### src/rtl/inst_fetch_pkg.sv
`default_nettype none
// ============================================================================
// Module : inst_fetch_pkg
// Brief  : Shared constants, types and PC helpers for the RV32 fetch stage.
//          INST_NOP and RESET_PC are also consumed by decode/hazard logic.
// Rev    : 1.0  initial release
// ============================================================================
package inst_fetch_pkg;

  // ADDI x0,x0,0 -- canonical bubble instruction
  localparam logic [31:0] INST_NOP = 32'h0000_0013;
  // Default byte address fetched first after reset
  localparam logic [31:0] RESET_PC = 32'h0000_0000;

  // One IF->ID slot: instruction word, its byte PC and whether it is real
  typedef struct packed {
    logic [31:0] inst;
    logic [31:0] pc;
    logic        ivld;
  } if_slot_t;

  // What the fetch state does at the coming clock edge
  typedef enum logic [2:0] {
    ACT_ADV   = 3'd0,  // normal sequential advance
    ACT_START = 3'd1,  // first edge out of reset: enable the ROM only
    ACT_STALL = 3'd2,  // load-use stall: freeze and buffer current output
    ACT_JAL   = 3'd3,  // redirect from ID (PC-relative)
    ACT_EX    = 3'd4   // redirect from EX (absolute), highest priority
  } fetch_act_e;

  // Force a byte address onto a word boundary
  function automatic logic [31:0] word_align(input logic [31:0] addr);
    return addr & ~32'd3;
  endfunction

  // JAL target: PC-relative, modulo 2^32, word aligned
  function automatic logic [31:0] jal_target(input logic [31:0] pc,
                                             input logic [31:0] offset);
    return word_align(pc + offset);
  endfunction

endpackage
`default_nettype wire

### src/rtl/inst_fetch.sv
`default_nettype none
// ============================================================================
// Module : inst_fetch
// Brief  : RV32 instruction fetch stage. Owns the PC, drives a synchronous
//          instruction ROM (1-cycle latency) and presents one instruction
//          plus its PC per cycle to ID. Holds the presented instruction
//          across load-use stalls and redirects on JAL (from ID) and taken
//          branches (from EX), emitting a NOP bubble for the squashed slot.
// Rev    : 1.0  initial release
// ----------------------------------------------------------------------------
// Ports
//   clk          in   1        rising-edge clock
//   rst_n        in   1        asynchronous active-low reset
//   imem_en      out  1        ROM read enable
//   imem_addr    out  IMEM_AW  ROM word address (pc[IMEM_AW+1:2])
//   imem_rdata   in   32       ROM data, valid one cycle after the address
//   inst         out  32       instruction to ID
//   inst_pc      out  32       byte PC of inst
//   inst_vld     out  1        1 = real instruction, 0 = bubble (NOP)
//   stall        in   1        load-use stall, repeat current outputs
//   ID_jmp_vld   in   1        JAL decoded from current inst
//   ID_jmp_addr  in   32       JAL byte offset relative to inst_pc
//   EX_jmp_vld   in   1        taken branch resolved in EX
//   EX_jmp_addr  in   32       absolute byte target of the branch
// ============================================================================
module inst_fetch
  import inst_fetch_pkg::*;
#(
  parameter logic [31:0] RESET_PC = inst_fetch_pkg::RESET_PC,
  parameter int unsigned IMEM_AW  = 10,
  parameter logic [31:0] NOP_INST = INST_NOP
) (
  input  logic               clk,
  input  logic               rst_n,
  output logic               imem_en,
  output logic [IMEM_AW-1:0] imem_addr,
  input  logic [31:0]        imem_rdata,
  output logic [31:0]        inst,
  output logic [31:0]        inst_pc,
  output logic               inst_vld,
  input  logic               stall,
  input  logic               ID_jmp_vld,
  input  logic [31:0]        ID_jmp_addr,
  input  logic               EX_jmp_vld,
  input  logic [31:0]        EX_jmp_addr
);

  logic [31:0] r_pc;        // next fetch PC
  logic [31:0] r_f2_pc;     // PC of the word arriving on imem_rdata
  logic        r_f2_vld;    // imem_rdata carries a real instruction
  logic        r_imem_en;
  logic        r_hold_vld;  // stall buffer occupied
  if_slot_t    r_hold;      // stall buffer contents (may be a bubble)

  if_slot_t    w_out;
  fetch_act_e  w_act;

  // --------------------------------------------------------------------------
  // Output mux: stall buffer, then live ROM data, then bubble
  // --------------------------------------------------------------------------
  always_comb begin
    w_out = '{inst: NOP_INST, pc: r_f2_pc, ivld: 1'b0};
    if (r_hold_vld) begin
      w_out = r_hold;
    end else if (r_f2_vld) begin
      w_out = '{inst: imem_rdata, pc: r_f2_pc, ivld: 1'b1};
    end
  end

  assign inst      = w_out.inst;
  assign inst_pc   = w_out.pc;
  assign inst_vld  = w_out.ivld;
  assign imem_en   = r_imem_en;
  // Upper PC bits are simply dropped, so fetches wrap modulo ROM depth
  assign imem_addr = r_pc[IMEM_AW+1:2];

  // --------------------------------------------------------------------------
  // Action select. EX beats stall and JAL; JAL only acts on a real,
  // non-stalled instruction.
  // --------------------------------------------------------------------------
  always_comb begin
    w_act = ACT_ADV;
    if (EX_jmp_vld) begin
      w_act = ACT_EX;
    end else if (stall) begin
      w_act = ACT_STALL;
    end else if (ID_jmp_vld && w_out.ivld) begin
      w_act = ACT_JAL;
    end else if (!r_imem_en) begin
      w_act = ACT_START;
    end
  end

  // --------------------------------------------------------------------------
  // Fetch state
  // --------------------------------------------------------------------------
  always_ff @(posedge clk or negedge rst_n) begin
    if (!rst_n) begin
      r_pc       <= RESET_PC;
      r_f2_pc    <= RESET_PC;
      r_f2_vld   <= 1'b0;
      r_imem_en  <= 1'b0;
      r_hold_vld <= 1'b0;
      r_hold     <= '{inst: NOP_INST, pc: RESET_PC, ivld: 1'b0};
    end else begin
      r_imem_en <= 1'b1;
      case (w_act)
        ACT_EX: begin
          // The word read at this edge belongs to the squashed path
          r_pc       <= word_align(EX_jmp_addr);
          r_f2_vld   <= 1'b0;
          r_hold_vld <= 1'b0;
        end
        ACT_STALL: begin
          // The ROM keeps reading r_pc, which overwrites imem_rdata with the
          // next word, so the presented slot must be captured here.
          if (!r_hold_vld) begin
            r_hold     <= w_out;
            r_hold_vld <= 1'b1;
          end
        end
        ACT_JAL: begin
          r_pc       <= jal_target(w_out.pc, ID_jmp_addr);
          r_f2_pc    <= w_out.pc + 32'd4;
          r_f2_vld   <= 1'b0;
          r_hold_vld <= 1'b0;
        end
        ACT_START: begin
          // ROM is only enabled from this edge, so nothing arrives yet
          r_f2_vld   <= 1'b0;
          r_hold_vld <= 1'b0;
        end
        default: begin
          r_f2_pc    <= r_pc;
          r_f2_vld   <= 1'b1;
          r_pc       <= r_pc + 32'd4;
          r_hold_vld <= 1'b0;
        end
      endcase
    end
  end

endmodule
`default_nettype wire
### config.mk
export PLATFORM = sky130hd
export DESIGN_NAME = inst_fetch
export DESIGN_NICKNAME = d
export VERILOG_FILES = /design/src/rtl/inst_fetch_pkg.sv /design/src/rtl/inst_fetch.sv
export SDC_FILE = /design/constraint.sdc
export NUM_CORES = 1
export LEC_CHECK = 0
export ABC_CLOCK_PERIOD_IN_PS = 8700
export CAP_MARGIN = 20
export CORE_MARGIN = 1.5
export CORE_UTILIZATION = 51
export CTS_CLUSTER_DIAMETER = 60
export DETAILED_ROUTE_END_ITERATION = 8
export PLACE_DENSITY = 0.82
export SYNTH_ARGS = -nofsm -noshare
export SYNTH_HDL_FRONTEND = slang
export SYNTH_SLANG_ARGS = --single-unit
### constraint.sdc
create_clock -name clk -period 8.7 [get_ports clk]
set_input_delay 1.74 -clock clk [delete_from_list [all_inputs] [get_ports clk]]
set_output_delay 1.74 -clock clk [all_outputs]
set_load 0.005 [all_outputs]
==> qor.csv <==
stage,metric,value,unit
run_status,status,"complete, no violations",
routing,Vias,8681,
floorplan,I/O pin count,177,
clocking,clk slew on worst S/H paths,0.06,ns
synthesis,post-synth cell types,63,
clocking,Post-CTS Setup Bufs,0,
clocking,root buffer cell,clkbuf_16,
final_layout,Inserted Diodes,0,
global_routing,first-pass GRT wire length,41810,um
sta,maximum clock frequency,208.5,MHz
routing,DRC,0,
sta,Worst slew margin,35.67,%
final_layout,Nets,1342,
worst_hold_path,Tightest Hold Check Type,reg2reg,
final_layout,Fill cells,1393,
sta,count of endpoints failing setup in the final report,0,
setup_path,"Max FO, Critical Path",57,
routing,top routing layer used,met4,
placement,gp weighted congestion,0.9315,
routing,DRT iter0 DRCs,866,
routing,DR WL met3,2649,um
synthesis,YS warnings,0,
final_layout,Layout area overhead,27.91,%
setup_path,crit end category,output pin,
synthesis,asr flop ratio synth,100.0,%
floorplan,Core Region,16640,um^2
setup_path,Slowest cell on crit path,buf_4,
sta,Slew @ Worst Pin,0.9597,ns
clocking,CTS Buffer Depth,2,
synthesis,post-synthesis register bit count,130,
global_routing,GR Overflow Total,0,
sta,min cycle time layout,4.796,ns
run,Max-cap violations,0,
sta,clock skew,0.008010,ns
floorplan,die height,133.8,um
setup_path,CP cell instances,buf_4 > mux2i_1 > inv_1 > clkdlybuf4s50_1,
pwr,Peak VDD IR,173.9,uV
clocking,H-Tree Depth,4,
synthesis,Post-Syn Instances,1076,
placement,placed inst area,10540,um^2
synthesis,largest area contributor in the netlist,dfrtp_1,
clocking,CTS Sinks,130,
routing,metal2 WL,11840,um
routing,wire length per cell,18.30,um
sta,final slew viol count,0,
clocking,worst skew pair latency,0.42,ns
global_routing,initial antenna violation count,0,
sta,Final Cycle Share,55.13,%
synthesis,most common cell in the netlist,nand2_1,
synthesis,"Top FF cell, synth",dfrtp_1,
pwr,pwr/cell area,211.7,nW/um^2
sta,setup TNS,0,ns
synthesis,"EDFF count, synth",0,
synthesis,post-synth top area share,36.45,%
final_layout,footprint of the multi-input gates,5045,um^2
floorplan,row cnt,47,
routing,total routed wirelength,26390,um
routing,met1 wire length,11410,um
synthesis,Post-synth top cells,"nand2_1, dfrtp_1, o21ai_0, a21oi_1, nor2_1",
clocking,CTS tree,done,
setup_path,CP arrival,3.06,ns
final_layout,final core occ,67.02,%
synthesis,"Seq/Total Area, Yosys",37.35,%
setup_path,largest stage delay on the critical path,0.71,ns
synthesis,syn nets,1209,
global_routing,largest net degree at the start of global routing,70,
setup_path,worst setup path category,reg2out,
clocking,Inserted Clock Buffers,17,
sta,RSZ-0062 raised after global routing,no,
synthesis,Synth area leaders,"dfrtp_1, nand2_1, o21ai_0, ha_1, xnor2_1",
pwr,Final Power,0.002361,W
floorplan,Initial Util,52.39,%
floorplan,Die Area,17890,um^2
pwr,Lkg Pwr,4.797,nW
routing,Vias/cell,6.020,
setup_path,Startpoint Class,flip-flop,
global_routing,total routing usage reported by global routing,29.47,%
setup_path,WP data required,6.96,ns
final_layout,fraction of layout cells with a size suffix above 1,6.465,%
sta,final hold vios,0,
final_layout,Finished Cell Area,11150,um^2
floorplan,Chip Width,133.8,um
placement,DP HPWL,18260,um
synthesis,synthesized area,8720,um^2
synthesis,Syn Area/Cell,8.104,um^2
global_routing,vias in the first global route,8080,
final_layout,FF+latch area,3258,um^2
routing,ANT nets after route,0,
clocking,CTS Hold Bufs,0,
clocking,cts repair resizes,0,
routing,TritonRoute pass-1 iters,5,
placement,PortBufs,174,
[report_power, final]
part | internal (W) | switching, W
combinational | 0.000382 | 0.000447
sequential | 0.000706 | 0.0000986
clock | 0.000463 | 0.000264
[final cells by class]
class	instances	share of cell area, %
clock buffer	22	4.162
clock inverter	10	1.189
inverter	33	1.111
multi-input combinational	842	45.23
sequential	130	29.21
tap	220	2.468
timing repair buffer	185	16.63
[kinds of logic (layout without fill, tap and decap cells)]
logic type               count (synthesis)  count (layout)  share of synthesized area (%)
buffers and inverters                  104             250                          5.108
adder cells (fa/ha/maj)                 32              32                          4.592
AO/OA/AOI/OAI                          286             286                          21.04
AND/OR/NAND/NOR                        428             428                          21.57
XOR/XNOR                                57              57                          5.725
flip-flops                             130             130                          37.35
multiplexers                            38              38                          4.577
other                                    1               1                        0.04301
[cells in the final DEF, fill, tap and decap left out, types with 5 or more instances in the layout]
cell / Yosys / routed
nand4_1: 12 / 12
nand2_1: 224 / 223
and2_1: 7 / 7
and3_1: 8 / 8
buf_4: 12 / 10
ha_1: 32 / 32
a22o_1: 31 / 31
a21o_1: 8 / 8
clkdlybuf4s50_1: 0 / 173
a21oi_1: 73 / 73
nand3_1: 38 / 38
nor2b_1: 10 / 8
a31oi_1: 11 / 11
nor3b_1: 5 / 5
a211oi_1: 6 / 6
or2_2: 6 / 6
nand3b_1: 5 / 5
o21ai_0: 81 / 80
clkbuf_16: 0 / 17
a22oi_1: 5 / 5
nor2_1: 71 / 71
dfrtp_1: 127 / 126
inv_1: 32 / 32
or3_1: 5 / 5
o22ai_1: 12 / 12
mux2i_1: 23 / 23
o211ai_1: 6 / 6
a221oi_1: 15 / 15
xnor2_1: 43 / 43
xor2_1: 14 / 14
mux2_2: 15 / 15
nor3_1: 24 / 23
nor4_1: 5 / 5
[worst max-delay path, delay by kind of cell, from the launching register on]
family	cells	cell delay (ns)
mux	1	0.47
flops	1	0.69
buf+inv	3	1.46
[registers in the layout (all words and copies together) (netlist names)]
register / flops
r_f2_vld: 1
r_hold_vld: 1
r_f2_pc: 32
r_hold: 65
r_pc: 30
imem_en: 1
[layer usage]
| metal | track usage (%) | up-vias |
|---|---|---|
| met1 | 42.48 | 4099 |
| met3 | 4.414 | 43 |
| met4 | 9.783 | 0 |
| met2 | 45.48 | 466 |
| met5 | 0 | - |
| li1 | - | 4073 |
[worst paths after layout]
check                      slack (ns)                      to  cells after the start             startpoint
setup / recovery                 3.90             inst_pc[20]                      4   r_hold_vld$_DFF_PN0_
hold / removal                   0.47   r_hold[0]$_DFFE_PN0P_                      2  r_hold[0]$_DFFE_PN0P_
setup reg to reg                 4.06    r_pc[29]$_DFFE_PN0N_                     11   r_hold_vld$_DFF_PN0_
hold reg to reg                  0.47   r_hold[0]$_DFFE_PN0P_                      2  r_hold[0]$_DFFE_PN0P_
max in group asynchronous        5.83    r_hold_vld$_DFF_PN0_                      2                  rst_n
min in group asynchronous        1.45  r_hold[56]$_DFFE_PN0P_                      1                  rst_n
[metrics by stage]
stage / worst slack, ns / instances / hold WS, ns
detailed placement: 3.688 / 1409 / 0.4567
global placement: 3.681 / 1408 / 0.4529
global route: 3.716 / 1442 / 0.4847
finish: 3.904 / 1442 / 0.4709
CTS: 3.932 / 1441 / 0.4706
floorplan: 4.263 / 1076 / 0.4402
(Power assumes the default switching activity.)
